**src/rtl/icache_line_refill.sv**
```systemverilog
// icache_line_refill: fetches one cache line from next-level memory as a
// burst of narrow beats, assembles it into a line-wide buffer and writes it
// into the dual-port line memory with a single one-cycle strobe.
//
// Handshakes:
//   miss side   : a miss is taken on a cycle where miss_valid && miss_ready.
//                 miss_ready is high only in IDLE.
//   request side: mem_req_valid stays high and mem_req_address stays stable
//                 until the cycle where mem_req_valid && mem_req_ready.
//   response    : mem_resp_valid has no back-pressure. Each valid cycle in
//                 FILL is one beat. Beats outside FILL are dropped.
module icache_line_refill #(
    parameter int ADDRESS_WIDTH = 32,
    parameter int WORD_WIDTH    = 32,
    parameter int LINE_WIDTH    = 512,
    parameter int MEMORY_DEPTH  = 512,
    localparam int BEATS        = LINE_WIDTH / WORD_WIDTH,
    localparam int OFFSET_BITS  = $clog2(LINE_WIDTH / 8),
    localparam int INDEX_BITS   = $clog2(MEMORY_DEPTH)
) (
    input  logic                     clk,
    input  logic                     rst_n,
    input  logic                     miss_valid,
    output logic                     miss_ready,
    input  logic [ADDRESS_WIDTH-1:0] miss_address,
    output logic                     mem_req_valid,
    input  logic                     mem_req_ready,
    output logic [ADDRESS_WIDTH-1:0] mem_req_address,
    input  logic                     mem_resp_valid,
    input  logic [WORD_WIDTH-1:0]    mem_resp_data,
    output logic [INDEX_BITS-1:0]    write_address,
    output logic [LINE_WIDTH-1:0]    line_data,
    output logic                     write_enable,
    output logic                     refill_done,
    output logic                     busy,
    output logic [2:0]               state_dbg
);

    localparam int BEAT_BITS = (BEATS > 1) ? $clog2(BEATS) : 1;
    localparam logic [ADDRESS_WIDTH-1:0] LINE_MASK = {ADDRESS_WIDTH{1'b1}} << OFFSET_BITS;
    localparam logic [BEAT_BITS-1:0] LAST_BEAT = BEAT_BITS'(BEATS - 1);

    typedef enum logic [2:0] {
        S_IDLE    = 3'd0,
        S_REQUEST = 3'd1,
        S_FILL    = 3'd2,
        S_WRITE   = 3'd3,
        S_DONE    = 3'd4
    } state_t;

    state_t               state;
    state_t               state_next;
    logic [BEAT_BITS-1:0] beat_cnt;
    logic                 last_beat;

    assign last_beat     = (beat_cnt == LAST_BEAT);

    assign miss_ready    = (state == S_IDLE);
    assign mem_req_valid = (state == S_REQUEST);
    assign write_enable  = (state == S_WRITE);
    assign refill_done   = (state == S_DONE);
    assign busy          = (state != S_IDLE);
    assign state_dbg     = state;

    // State register; reset drops any partial refill back to IDLE.
    always_ff @(posedge clk or negedge rst_n) begin
        if (!rst_n) begin
            state <= S_IDLE;
        end else begin
            state <= state_next;
        end
    end

    // Next-state logic: one pass through request, fill, write, done.
    always_comb begin
        state_next = state;
        case (state)
            S_IDLE:    if (miss_valid)                  state_next = S_REQUEST;
            S_REQUEST: if (mem_req_ready)               state_next = S_FILL;
            S_FILL:    if (mem_resp_valid && last_beat) state_next = S_WRITE;
            S_WRITE:                                    state_next = S_DONE;
            S_DONE:                                     state_next = S_IDLE;
            default:                                    state_next = S_IDLE;
        endcase
    end

    // Datapath: latch addresses on miss, count beats, assemble the line.
    always_ff @(posedge clk or negedge rst_n) begin
        if (!rst_n) begin
            beat_cnt        <= '0;
            line_data       <= '0;
            mem_req_address <= '0;
            write_address   <= '0;
        end else begin
            case (state)
                S_IDLE: begin
                    if (miss_valid) begin
                        // Masking only: no carry into the tag bits, and the
                        // index simply drops everything above the line memory.
                        mem_req_address <= miss_address & LINE_MASK;
                        write_address   <= miss_address[OFFSET_BITS+INDEX_BITS-1:OFFSET_BITS];
                    end
                end
                S_REQUEST: begin
                    if (mem_req_ready) begin
                        beat_cnt <= '0;
                    end
                end
                S_FILL: begin
                    if (mem_resp_valid) begin
                        // Beat k lands in word k, beat 0 least significant.
                        for (int i = 0; i < BEATS; i++) begin
                            if (beat_cnt == BEAT_BITS'(i)) begin
                                line_data[i*WORD_WIDTH +: WORD_WIDTH] <= mem_resp_data;
                            end
                        end
                        // Counter returns to 0 after the last beat so it never
                        // leaves the range 0..BEATS-1.
                        beat_cnt <= last_beat ? '0 : beat_cnt + 1'b1;
                    end
                end
                default: begin
                end
            endcase
        end
    end

endmodule

```
**config.mk**
```make
export PLATFORM = sky130hd
export DESIGN_NAME = icache_line_refill
export DESIGN_NICKNAME = d
export VERILOG_FILES = /design/src/rtl/icache_line_refill.sv
export SDC_FILE = /design/constraint.sdc
export NUM_CORES = 1
export LEC_CHECK = 0
export ABC_AREA = 1
export BUFFER_PORTS_ARGS = -buffer_cell sky130_fd_sc_hd__buf_4
export CAP_MARGIN = 40
export CORE_AREA = 2 2 243 245
export CTS_CLUSTER_SIZE = 25
export DETAILED_ROUTE_END_ITERATION = 8
export DIE_AREA = 0 0 245 247
export MAX_ROUTING_LAYER = met4
export SYNTH_ARGS = -nofsm -noshare
export SYNTH_HDL_FRONTEND = slang
export SYNTH_SLANG_ARGS = --single-unit
```
**constraint.sdc**
```tcl
create_clock -name clk -period 1.9 [get_ports clk]
set_input_delay 0 -clock clk [delete_from_list [all_inputs] [get_ports clk]]
set_output_delay 0 -clock clk [all_outputs]
set_load 0.02 [all_outputs]
```
==> impl_results.rst, run 1 <==
.. list-table::
   :header-rows: 1

   * - Metric
     - Value
   * - DRC Markers
     - 0
   * - Fillcell total
     - 5298
   * - Clock buffer depth
     - 3
   * - Syn avg cell area
     - 9.62 um2
   * - Share of cells above drive strength 1
     - 0.286
   * - Layout Skew
     - 0.0154 ns
   * - Remaining antenna violation count
     - 0
   * - Pre-CTS worst setup slack
     - 0.0354 ns
   * - Final design area excluding fillers
     - 0.0295 mm2
   * - Routability congestion estimate from global placement
     - 0.866
   * - HPWL reported at the end of detailed placement
     - 53600 um
   * - Sequential fraction of the synthesis area
     - 0.650
   * - Die H
     - 247 um
   * - Number of global-route vias before repair
     - 17.6k
   * - Period utilisation layout
     - 0.965
   * - Routed length per instance
     - 21.3 um
   * - # nets final
     - 2917
   * - Number of buffers created by CTS
     - 58
   * - GR Layer Usage met1
     - 0.322
   * - Clock insertion delay at the later pin of the skew report
     - 0.61 ns
   * - Clock tree from TritonCTS
     - done
   * - Relative area change from synthesis to final layout
     - 40.7%
   * - Routed via count divided by cell count
     - 4.93
   * - Timing-limited maximum frequency
     - 546 MHz
   * - Leakage dissipation
     - 15.8 nW
   * - H-Tree Level Count
     - 2
   * - Critical Setup Path Class
     - reg -> reg
   * - Max cap viols
     - 0
   * - Slew margin rel.
     - 0.554
   * - Buffers added on ports
     - 617
   * - Sort of element at the end of the critical path
     - register
   * - Endpoints failing hold
     - 0
   * - Clock input transition at the sequential cells of the worst setup and hold paths
     - 0.06 ns
   * - Worst EP arrival
     - 2.38 ns
   * - Most crowded layer after global routing
     - met2
   * - Crit path max fanout
     - 14
   * - Reg-to-reg setup timing slack
     - 0.07 ns
   * - Global-route met2 utilization
     - 0.410
   * - Kind of path behind the tightest hold check
     - in -> async
   * - Number of antenna violations at the first check in global routing
     - 2
   * - Clock sink total
     - 545
   * - Core region area
     - 0.0582 mm2
   * - Mapped Area
     - 0.0210 mm2
   * - Maximum VDD drop
     - 1100 uV
   * - Worst Slack Setup Final
     - 0.0673 ns
   * - Cell area after placement
     - 0.0266 mm2
   * - Ports placed on the boundary
     - 630
   * - Total of flip-flops plus latches after synthesis
     - 545
   * - Transition time at the pin with the least slew margin
     - 0.668 ns
   * - Status
     - finished, final reports clean
   * - Number of optimization iterations in the first detailed-route pass
     - 5
   * - Power density over cell area
     - 1300 mW/mm2
   * - Total detailed-routing wirelength
     - 78000 um
   * - Count of pins over their slew limit
     - 0
   * - Startpoint type of the worst setup path
     - register
   * - FP Rows
     - 89
   * - Clock period minus worst slack
     - 1.83 ns
   * - Unrepaired setup endpoints after global routing
     - yes
   * - Count of final setup violators
     - 0
   * - Overall fraction of global-route tracks in use
     - 0.259
   * - Maximum number of pins on one net before global-route repair
     - 81
   * - Number of DRC markers in iteration 0
     - 1350
   * - Yosys warning total
     - 0
   * - Die width
     - 245 um
   * - Required time worst endpoint
     - 2.44 ns
   * - Met3 routing resource usage after global routing
     - 0.0590
   * - Remaining global-route overflow
     - 0
   * - Area enclosed by the die boundary
     - 0.0605 mm2
   * - Initial Utilization
     - 0.360
   * - Total Power Consumption
     - 38.4 mW
   * - Synth Instances
     - 2179
   * - Root cell of the clock tree
     - sky130_fd_sc_hd__clkbuf_16
   * - Unique cell type count in the Yosys netlist
     - 27
   * - Via count
     - 18.0k
   * - Global-route wire length before repair
     - 113000 um
## where the power goes
part | leakage [nW] | total [mW] | switching, mW | internal, mW
Clock | 0.940 | 11.5 | 4.65 | 6.82
Combinational | 7.45 | 11.9 | 7.41 | 4.54
Sequential | 7.37 | 14.9 | 1.29 | 13.7
## synth_stat cells (all sizes together)
master / instances / share of area
nand3: 41 / 0.010
ha: 4 / 0.0024
inv: 46 / 0.0084
buf: 89 / 0.028
a21oi: 128 / 0.032
o21ai: 388 / 0.093
nand3b: 1 / 0.00036
nand2: 686 / 0.12
nor3: 3 / 0.00072
nand4: 5 / 0.0015
nor2: 151 / 0.033
conb: 1 / 0.00018
dfrtp: 545 / 0.65
clkbuf: 91 / 0.016
## layout make-up
| type | instances | area [um2] | area share |
|---|---|---|---|
| diodes | 1 | 2.50 | 0.0000848 |
| inverters | 46 | 175 | 0.00594 |
| multi-input cells | 1413 | 6320 | 0.214 |
| clock buffers | 83 | 1690 | 0.0573 |
| well taps | 773 | 967 | 0.0328 |
| flip-flops and latches | 545 | 13600 | 0.462 |
| clock inverters | 20 | 239 | 0.00810 |
| repair buffers | 780 | 6460 | 0.219 |
## routing by layer
layer	wire [um]	up-vias
met1	31400	8797
met3	6080	161
met5	0	-
met4	3150	0
li1	-	8335
met2	37400	750
## cells in the final DEF, fill, tap and decap left out, types with 3 or more instances in the layout
cell type                       count
sky130_fd_sc_hd__a21oi_1          120
sky130_fd_sc_hd__a21oi_2            8
sky130_fd_sc_hd__buf_12            27
sky130_fd_sc_hd__buf_4            662
sky130_fd_sc_hd__bufinv_16          5
sky130_fd_sc_hd__clkbuf_1          14
sky130_fd_sc_hd__clkbuf_16         62
sky130_fd_sc_hd__clkbuf_8           8
sky130_fd_sc_hd__clkinv_2          10
sky130_fd_sc_hd__clkinvlp_4         4
sky130_fd_sc_hd__conb_1             6
sky130_fd_sc_hd__dfrtp_1          544
sky130_fd_sc_hd__dlygate4sd3_1     87
sky130_fd_sc_hd__inv_1             45
sky130_fd_sc_hd__nand2_1          681
sky130_fd_sc_hd__nand3_1           33
sky130_fd_sc_hd__nand3_2            7
sky130_fd_sc_hd__nand4_1            5
sky130_fd_sc_hd__nor2_1           132
sky130_fd_sc_hd__nor2_2             6
sky130_fd_sc_hd__nor2_4             9
sky130_fd_sc_hd__nor2_8             4
sky130_fd_sc_hd__nor3_1             3
sky130_fd_sc_hd__o21ai_0          292
sky130_fd_sc_hd__o21ai_1           96
## cell families after synthesis
logic type,synth area share
compound gates,0.125
fa+ha+maj,0.00239
buf+inv,0.0527
flops,0.650
simple gates,0.170
other cells,0.000179
## path summary, 6_finish.rpt
| path | from | depth (start not counted) | endpoint |
|---|---|---|---|
| worst max register to register | state_dbg[1]$_DFFE_PN0P_ | 6 | mem_req_address[19]$_DFFE_PN0P_ |
| worst min-delay path | rst_n | 3 | line_data[375]$_DFFE_PN0P_ |
| worst min register to register | mem_req_address[15]$_DFFE_PN0P_ | 2 | mem_req_address[15]$_DFFE_PN0P_ |
| max in group asynchronous | rst_n | 3 | line_data[416]$_DFFE_PN0P_ |
| worst max-delay path | state_dbg[1]$_DFFE_PN0P_ | 6 | mem_req_address[19]$_DFFE_PN0P_ |
| min in group clk | mem_resp_data[27] | 4 | line_data[251]$_DFFE_PN0P_ |
## registers in the layout, indices dropped and copies added (netlist names)
| signal | cells |
|---|---|
| beat_cnt | 4 |
| line_data | 512 |
| mem_req_address | 18 |
| state_dbg | 3 |
| write_address | 8 |
## timing repair
action	CTS	global route
endpoints found under the setup margin	3	119
hold endpoints to repair	857	0
gates resized for setup	1	11
hold buffers	88	0
buffers inserted	2	0
pin swaps	1	0
gates cloned	0	1
## critical path: stages (launching register included)
cell	delay [ns]
sky130_fd_sc_hd__dfrtp_1	0.44
sky130_fd_sc_hd__buf_4	0.19
sky130_fd_sc_hd__nor2_4	0.19
sky130_fd_sc_hd__buf_12	0.17
sky130_fd_sc_hd__nand3_1	0.10
sky130_fd_sc_hd__dlygate4sd3_1	0.61
sky130_fd_sc_hd__nand2_1	0.08
## through the flow
stage / hold WS [ns] / cells / setup TNS [ns] / util
6_report: 0.223 / 3661 / 0 / 0.506
5_1_grt: 0.205 / 3661 / -0.00146 / 0.506
4_1_cts: 0.191 / 3659 / 0 / 0.505
3_5_place_dp: 0.00428 / 3466 / 0 / 0.456
3_3_place_gp: 0.00278 / 3466 / 0 / 0.456
2_1_floorplan: -0.296 / 2184 / 0 / -
(Power assumes the default switching activity.)
==> inputs of run 2 (changes only) <==
--- a/config.mk
+++ b/config.mk
@@ -5,7 +5,6 @@
 export SDC_FILE = /design/constraint.sdc
 export NUM_CORES = 1
 export LEC_CHECK = 0
-export ABC_AREA = 1
 export BUFFER_PORTS_ARGS = -buffer_cell sky130_fd_sc_hd__buf_4
 export CAP_MARGIN = 40
 export CORE_AREA = 2 2 243 245
==> impl_results.rst, run 2 <==
.. list-table::
   :header-rows: 1

   * - Metric
     - Value
   * - Pre-CTS worst setup slack
     - -0.0426 ns
   * - Count of pins over their slew limit
     - 0
   * - Number of DRC markers in iteration 0
     - 500
   * - Count of final setup violators
     - 0
   * - Via count
     - 13.3k
   * - Cell-internal power
     - 27.8 mW
   * - HPWL reported at the end of detailed placement
     - 45800 um
   * - Clock input transition at the sequential cells of the worst setup and hold paths
     - 0.06 ns
   * - Syn avg cell area
     - 16.8 um2
   * - Total of flip-flops plus latches after synthesis
     - 545
   * - Buffers added on ports
     - 617
   * - Relative contribution of sequential cells to total power
     - 0.391
   * - Number of optimization iterations in the first detailed-route pass
     - 4
   * - Initial Utilization
     - 0.360
   * - Synth Instances
     - 1249
   * - Die H
     - 247 um
   * - Number of antenna violations at the first check in global routing
     - 0
   * - Remaining global-route overflow
     - 0
   * - # nets final
     - 2021
   * - Clock sink total
     - 545
   * - Die width
     - 245 um
   * - Required time worst endpoint
     - 2.38 ns
   * - Fraction of post-synthesis cell area in the top cell type by area
     - 0.650
   * - Timing-limited maximum frequency
     - 534 MHz
   * - Cell-by-cell trace of the critical path
     - and4bb_2 > buf_12 > nand4_1 > buf_4 > buf_4 > mux2_2
   * - Routed length per instance
     - 23.5 um
   * - Most crowded layer after global routing
     - met2
   * - Mapped Area
     - 0.0210 mm2
   * - Highest cell delay on the worst timing path
     - 0.41 ns
   * - GR Layer Usage met1
     - 0.259
   * - Leakage dissipation
     - 15.5 nW
   * - Largest registers ranked by flip-flop count
     - line_data x512, mem_req_address x18, write_address x8
   * - Largest Register
     - line_data
   * - Commonest non-fill, non-tap cell in the layout
     - sky130_fd_sc_hd__buf_4
   * - Dominant cell by count in the synthesized netlist
     - sky130_fd_sc_hd__dfrtp_1
   * - Remaining antenna violation count
     - 0
   * - Number of buffers created by CTS
     - 57
   * - Routed via count divided by cell count
     - 4.80
   * - DRC Markers
     - 0
   * - Max FFs per register
     - 512
   * - Clock period minus worst slack
     - 1.87 ns
   * - Area leader, netlist
     - sky130_fd_sc_hd__dfrtp_1
   * - Power density over cell area
     - 1430 mW/mm2
   * - Switch Pwr
     - 14.0 mW
   * - Combinational cell fraction of total power
     - 0.344
   * - Total detailed-routing wirelength
     - 64900 um
   * - Global-route met2 utilization
     - 0.351
   * - Sequential fraction of the synthesis area
     - 0.650
   * - Share of cells above drive strength 1
     - 0.654
   * - Period utilisation layout
     - 0.985
   * - Critical Setup Path Class
     - reg -> reg
   * - Met3 routing resource usage after global routing
     - 0.0647
   * - Count of flip-flops with a built-in enable after synthesis
     - 0
   * - Root cell of the clock tree
     - sky130_fd_sc_hd__clkbuf_16
   * - Global-route wire length before repair
     - 94000 um
   * - Ports placed on the boundary
     - 630
   * - List of most frequent post-synthesis cells
     - sky130_fd_sc_hd__dfrtp_1 (545), sky130_fd_sc_hd__mux2_2 (503), sky130_fd_sc_hd__clkbuf_1 (34)
   * - Startpoint type of the worst setup path
     - register
   * - Yosys warning total
     - 0
   * - Status
     - finished, final reports clean
   * - Maximum number of pins on one net before global-route repair
     - 56
   * - Clock buffer depth
     - 3
   * - Endpoints failing hold
     - 0
   * - Clock share of power
     - 0.265
   * - Routability congestion estimate from global placement
     - 0.836
   * - H-Tree Level Count
     - 2
   * - Max cap viols
     - 0
   * - Cell area after placement
     - 0.0267 mm2
   * - Area enclosed by the die boundary
     - 0.0605 mm2
   * - Clock tree from TritonCTS
     - done
   * - Core region area
     - 0.0582 mm2
   * - Crit path max fanout
     - 17
   * - Switching share of power
     - 0.336
   * - Commonest cells after routing, fill and taps aside
     - sky130_fd_sc_hd__buf_4 (643), sky130_fd_sc_hd__dfrtp_1 (543), sky130_fd_sc_hd__mux2_2 (503)
   * - Total Power Consumption
     - 41.8 mW
   * - FP Rows
     - 89
   * - Biggest area contributors in the synthesized netlist
     - sky130_fd_sc_hd__dfrtp_1 (65%), sky130_fd_sc_hd__mux2_2 (27%), sky130_fd_sc_hd__buf_6 (1.7%), sky130_fd_sc_hd__mux2_1 (1.4%), sky130_fd_sc_hd__nand3_4 (0.75%)
   * - Worst Slack Setup Final
     - 0.0282 ns
   * - Maximum VDD drop
     - 910 uV
   * - Unique cell type count in the Yosys netlist
     - 35
   * - Layout Skew
     - 0.0104 ns
   * - Sort of element at the end of the critical path
     - register
   * - Clock insertion delay at the later pin of the skew report
     - 0.61 ns
   * - Worst EP arrival
     - 2.35 ns
   * - Kind of path behind the tightest hold check
     - in -> reg
   * - Relative area change from synthesis to final layout
     - 39.6%
   * - Number of global-route vias before repair
     - 13.9k
   * - Top cell by count, worst path
     - sky130_fd_sc_hd__buf_4
   * - Final design area excluding fillers
     - 0.0293 mm2
   * - Overall fraction of global-route tracks in use
     - 0.217
   * - Async SR Flop Fraction
     - 1.00
   * - Most instantiated flip-flop cell in the synthesis netlist
     - sky130_fd_sc_hd__dfrtp_1
   * - Critical-path top delay cell
     - sky130_fd_sc_hd__dfrtp_2
-- run 2: changes by cell type after synthesis, moves of 26 or more --
cell and change:
sky130_fd_sc_hd__nand2_1 -676, sky130_fd_sc_hd__mux2_2 +503, sky130_fd_sc_hd__o21ai_0 -291, sky130_fd_sc_hd__nor2_1 -134
sky130_fd_sc_hd__a21oi_1 -119, sky130_fd_sc_hd__o21ai_1 -96, sky130_fd_sc_hd__clkbuf_1 -57, sky130_fd_sc_hd__inv_1 -39
sky130_fd_sc_hd__nand3_1 -35, sky130_fd_sc_hd__buf_2 -29, sky130_fd_sc_hd__mux2_1 +26
-- run 2: path summary, 6_finish.rpt --
kind                            cells past startpoint                              end  slack [ns]                 startpoint
worst min-delay path                                3  mem_req_address[17]$_DFFE_PN0P_        0.06                 miss_valid
worst max register to register                      6       line_data[422]$_DFFE_PN0P_        0.03   state_dbg[2]$_DFFE_PN0P_
min in group asynchronous                           3       line_data[176]$_DFFE_PN0P_        0.17                      rst_n
max in group asynchronous                           3       line_data[145]$_DFFE_PN0P_        1.24                      rst_n
worst min register to register                      1        line_data[20]$_DFFE_PN0P_        0.50  line_data[20]$_DFFE_PN0P_
worst max-delay path                                6       line_data[422]$_DFFE_PN0P_        0.03   state_dbg[2]$_DFFE_PN0P_
-- run 2: stage by stage --
stage          hold slack (ns)  instances   util  TNS [ns]
2_1_floorplan           -0.296       1254      -  -0.00783
3_3_place_gp          -0.00838       2595  0.458     -1.30
3_5_place_dp          -0.00751       2595  0.458     -1.23
4_1_cts                 0.0235       2764  0.502         0
5_1_grt                 0.0464       2765  0.503   -0.0215
6_report                0.0572       2767  0.503         0
-- run 2: timing repair --
item,4_1_cts,5_1_grt
setup endpoints to repair,96,61
hold buffers,63,0
gates resized for setup,0,6
hold endpoints to repair,1089,0
pin swaps,1,1
cloned,0,1
buffers inserted,3,0
-- run 2: metal layers --
layer  routed length, um  part of all wire  vias to the layer above
li1                    -                 -                     5768
met2               31900              0.49                      430
met3                4810             0.074                      108
met1               26400              0.41                     6972
met5                   0                 0                        -
met4                1880             0.029                        0
-- run 2: cell families (layout without fill, tap and decap cells) --
family	count (synthesis)	in the layout	share of synthesized area
buf+inv	111	849	0.0359
compound gates	7	7	0.00221
simple gates	41	41	0.0174
fa+ha+maj	4	4	0.00239
flops	545	545	0.650
mux	540	540	0.292
other cells	1	8	0.000179
-- run 2: final cells by class --
class	count	area, um2
inverter	6	25.0
sequential	545	13600
antenna	2	5.00
timing repair buffer	740	6140
multi-input combinational	598	6630
tap	773	967
clock buffer	86	1720
fill	5046	29000
clock inverter	17	154
-- run 2: power groups by stage --
| stage | Clock, mW | Sequential, mW | Combinational (mW) |
|---|---|---|---|
| 2_1_floorplan | 0 | 19.9 | 3.95 |
| 3_3_place_gp | 0 | 16.4 | 14.3 |
| 3_5_place_dp | 0 | 16.5 | 14.4 |
| 4_1_cts | 11.4 | 16.3 | 14.6 |
| 5_1_grt | 11.9 | 16.7 | 15.1 |
| 6_report | 11.1 | 16.4 | 14.4 |
-- run 2: critical path, delay by kind of cell (launching register included) --
kind                   cells  cell delay, ns
buffers and inverters      3            0.58
DFF                        1            0.41
and+or+nand+nor            2            0.45
muxes                      1            0.29
==> inputs of run 3 (changes only) <==
--- a/config.mk
+++ b/config.mk
@@ -12,6 +12,8 @@
 export DETAILED_ROUTE_END_ITERATION = 8
 export DIE_AREA = 0 0 245 247
 export MAX_ROUTING_LAYER = met4
+export RECOVER_POWER = 100
 export SYNTH_ARGS = -nofsm -noshare
 export SYNTH_HDL_FRONTEND = slang
 export SYNTH_SLANG_ARGS = --single-unit
+export TNS_END_PERCENT = 1
==> impl_results.rst, run 3 (synthesis results as in run 2) <==
.. list-table::
   :header-rows: 1

   * - Metric
     - Value
   * - H-Tree Level Count
     - 2
   * - FF-to-FF path depth
     - 5
   * - Clock buffer depth
     - 3
   * - Multi-input logic area
     - 0.00659 mm2
   * - HPWL reported at the end of detailed placement
     - 45800 um
   * - Number of optimization iterations in the first detailed-route pass
     - 4
   * - Routability congestion estimate from global placement
     - 0.836
   * - Power density over cell area
     - 1450 mW/mm2
   * - Die H
     - 247 um
   * - Die width
     - 245 um
   * - Startpoint type of the worst setup path
     - register
   * - Violated checks
     - max-capacitance violations, max-slew violations
   * - Layout Skew
     - 0.0131 ns
   * - Core region area
     - 0.0582 mm2
   * - Transition time at the pin with the least slew margin
     - 1.59 ns
   * - Maximum number of pins on one net before global-route repair
     - 56
   * - Slew margin rel.
     - -0.0641
   * - Number of global-route vias before repair
     - 13.9k
   * - Crit path max fanout
     - 22
   * - Number of buffers created by CTS
     - 57
   * - Kind of path behind the tightest hold check
     - in -> reg
   * - Critical-path top delay cell
     - sky130_fd_sc_hd__dfrtp_2
   * - Remaining antenna violation count
     - 0
   * - Total detailed-routing wirelength
     - 64800 um
   * - Timing-limited maximum frequency
     - 529 MHz
   * - Post-Route Utilization
     - 0.462
   * - Fillcell total
     - 5645
   * - Via count
     - 13.3k
   * - Status
     - finished, violations left
   * - Overall fraction of global-route tracks in use
     - 0.216
   * - Post-Route Setup TNS
     - 0 ns
   * - Relative area change from synthesis to final layout
     - 28.2%
   * - # nets final
     - 2019
   * - Final design area excluding fillers
     - 0.0269 mm2
   * - Top cell by count, worst path
     - sky130_fd_sc_hd__buf_12
   * - DRC Markers
     - 0
   * - Routed via count divided by cell count
     - 4.80
   * - Leakage dissipation
     - 13.1 nW
   * - Largest Register
     - line_data
   * - Cell-by-cell trace of the critical path
     - and4bb_2 > buf_12 > nand4_1 > buf_12 > mux2_2
   * - Critical Setup Path Class
     - reg -> reg
   * - Highest cell delay on the worst timing path
     - 0.41 ns
   * - Maximum VDD drop
     - 893 uV
   * - Sort of element at the end of the critical path
     - register
   * - Ports placed on the boundary
     - 630
   * - Count of final setup violators
     - 0
   * - Count of pins over their slew limit
     - 14
   * - Area enclosed by the die boundary
     - 0.0605 mm2
   * - Number of DRC markers in iteration 0
     - 505
   * - FP Rows
     - 89
   * - Diode insertion count for antenna repair
     - 0
   * - Commonest non-fill, non-tap cell in the layout
     - sky130_fd_sc_hd__clkbuf_1
   * - Number of antenna violations at the first check in global routing
     - 0
   * - Cell area after placement
     - 0.0267 mm2
   * - Share of cells above drive strength 1
     - 0.371
   * - Buffers added on ports
     - 617
   * - Initial Utilization
     - 0.360
   * - Clock input transition at the sequential cells of the worst setup and hold paths
     - 0.06 ns
   * - Clock period minus worst slack
     - 1.89 ns
   * - Unrepaired setup endpoints after global routing
     - yes
   * - Root cell of the clock tree
     - sky130_fd_sc_hd__clkbuf_16
   * - Clock insertion delay at the later pin of the skew report
     - 0.60 ns
   * - Clock tree from TritonCTS
     - done
   * - Clock sink total
     - 545
   * - Global-route wire length before repair
     - 94000 um
   * - Largest registers ranked by flip-flop count
     - line_data x512, mem_req_address x18, write_address x8
   * - Hold Path Depth
     - 3
   * - Period utilisation layout
     - 0.994
   * - Routed length per instance
     - 23.4 um
   * - Worst EP arrival
     - 2.37 ns
   * - Remaining global-route overflow
     - 0
   * - Max cap viols
     - 1
   * - Endpoints failing hold
     - 0
   * - Required time worst endpoint
     - 2.38 ns
   * - Max FFs per register
     - 512
   * - Commonest cells after routing, fill and taps aside
     - sky130_fd_sc_hd__clkbuf_1 (564), sky130_fd_sc_hd__dfrtp_1 (544), sky130_fd_sc_hd__mux2_2 (502)
   * - Sequential standard cell area
     - 0.0136 mm2
[run 3: cell types whose count changed in the layout (fill, tap and decap cells not counted), sizes merged]
cell / change
buf: -577
clkbuf: +574
clkinvlp: +1
diode: -2
dlymetal6s2s: +1
inv: -1
[run 3: critical path: cells and delay by family (launching register included)]
family	cells	cell delay [ns]
mux	1	0.29
flops	1	0.41
buf+inv	2	0.46
simple gates	2	0.60
[run 3: area by class of cell]
type | count | share of cell area
clock buffer | 86 | 0.0639
clock inverter | 17 | 0.00572
inverter | 6 | 0.000884
multi-input combinational | 598 | 0.245
sequential | 545 | 0.507
tap | 773 | 0.0360
timing repair buffer | 738 | 0.141
[run 3: timing repair]
item | CTS | global route
endpoints found under the hold margin | 1089 | 0
hold buffers | 63 | 0
setup endpoints to repair | 96 | 100
pin swaps | 1 | 1
gates resized for setup | 1 | 2
buffers inserted | 1 | 1
[run 3: final timing paths]
path	start	endpoint	slack, ns
worst max register to register	state_dbg[2]$_DFFE_PN0P_	line_data[402]$_DFFE_PN0P_	0.01
max in group asynchronous	rst_n	line_data[241]$_DFFE_PN0P_	0.12
min in group asynchronous	rst_n	line_data[176]$_DFFE_PN0P_	1.07
worst max-delay path	state_dbg[2]$_DFFE_PN0P_	line_data[402]$_DFFE_PN0P_	0.01
worst min register to register	line_data[20]$_DFFE_PN0P_	line_data[20]$_DFFE_PN0P_	0.49
worst min-delay path	miss_valid	mem_req_address[17]$_DFFE_PN0P_	0.05
[run 3: where the power goes]
part           total, mW  switching (mW)  internal [mW]
clock               11.1            4.57           6.48
sequential          16.3            1.65           14.6
combinational       11.7            7.73           3.96
[run 3: per-stage QoR]
step	cells	setup WS, ns	power (mW)	hold WS [ns]
floorplan	1254	-0.000392	23.9	-0.296
global placement	2595	-0.0388	30.6	-0.00838
detailed placement	2595	-0.0426	30.9	-0.00751
CTS	2762	-0.0500	42.3	0.0235
global route	2763	-0.0549	40.9	0.0464
finish	2763	0.0108	39.0	0.0520
[run 3: per-layer routing]
| metal | share of wire | track usage | vias up | wire length [um] |
|---|---|---|---|---|
| li1 | - | - | 5763 | - |
| met4 | 0.032 | 0.0714 | 0 | 2060 |
| met2 | 0.48 | 0.350 | 432 | 31400 |
| met5 | 0 | - | - | 0 |
| met3 | 0.075 | 0.0653 | 118 | 4850 |
| met1 | 0.41 | 0.259 | 6944 | 26500 |
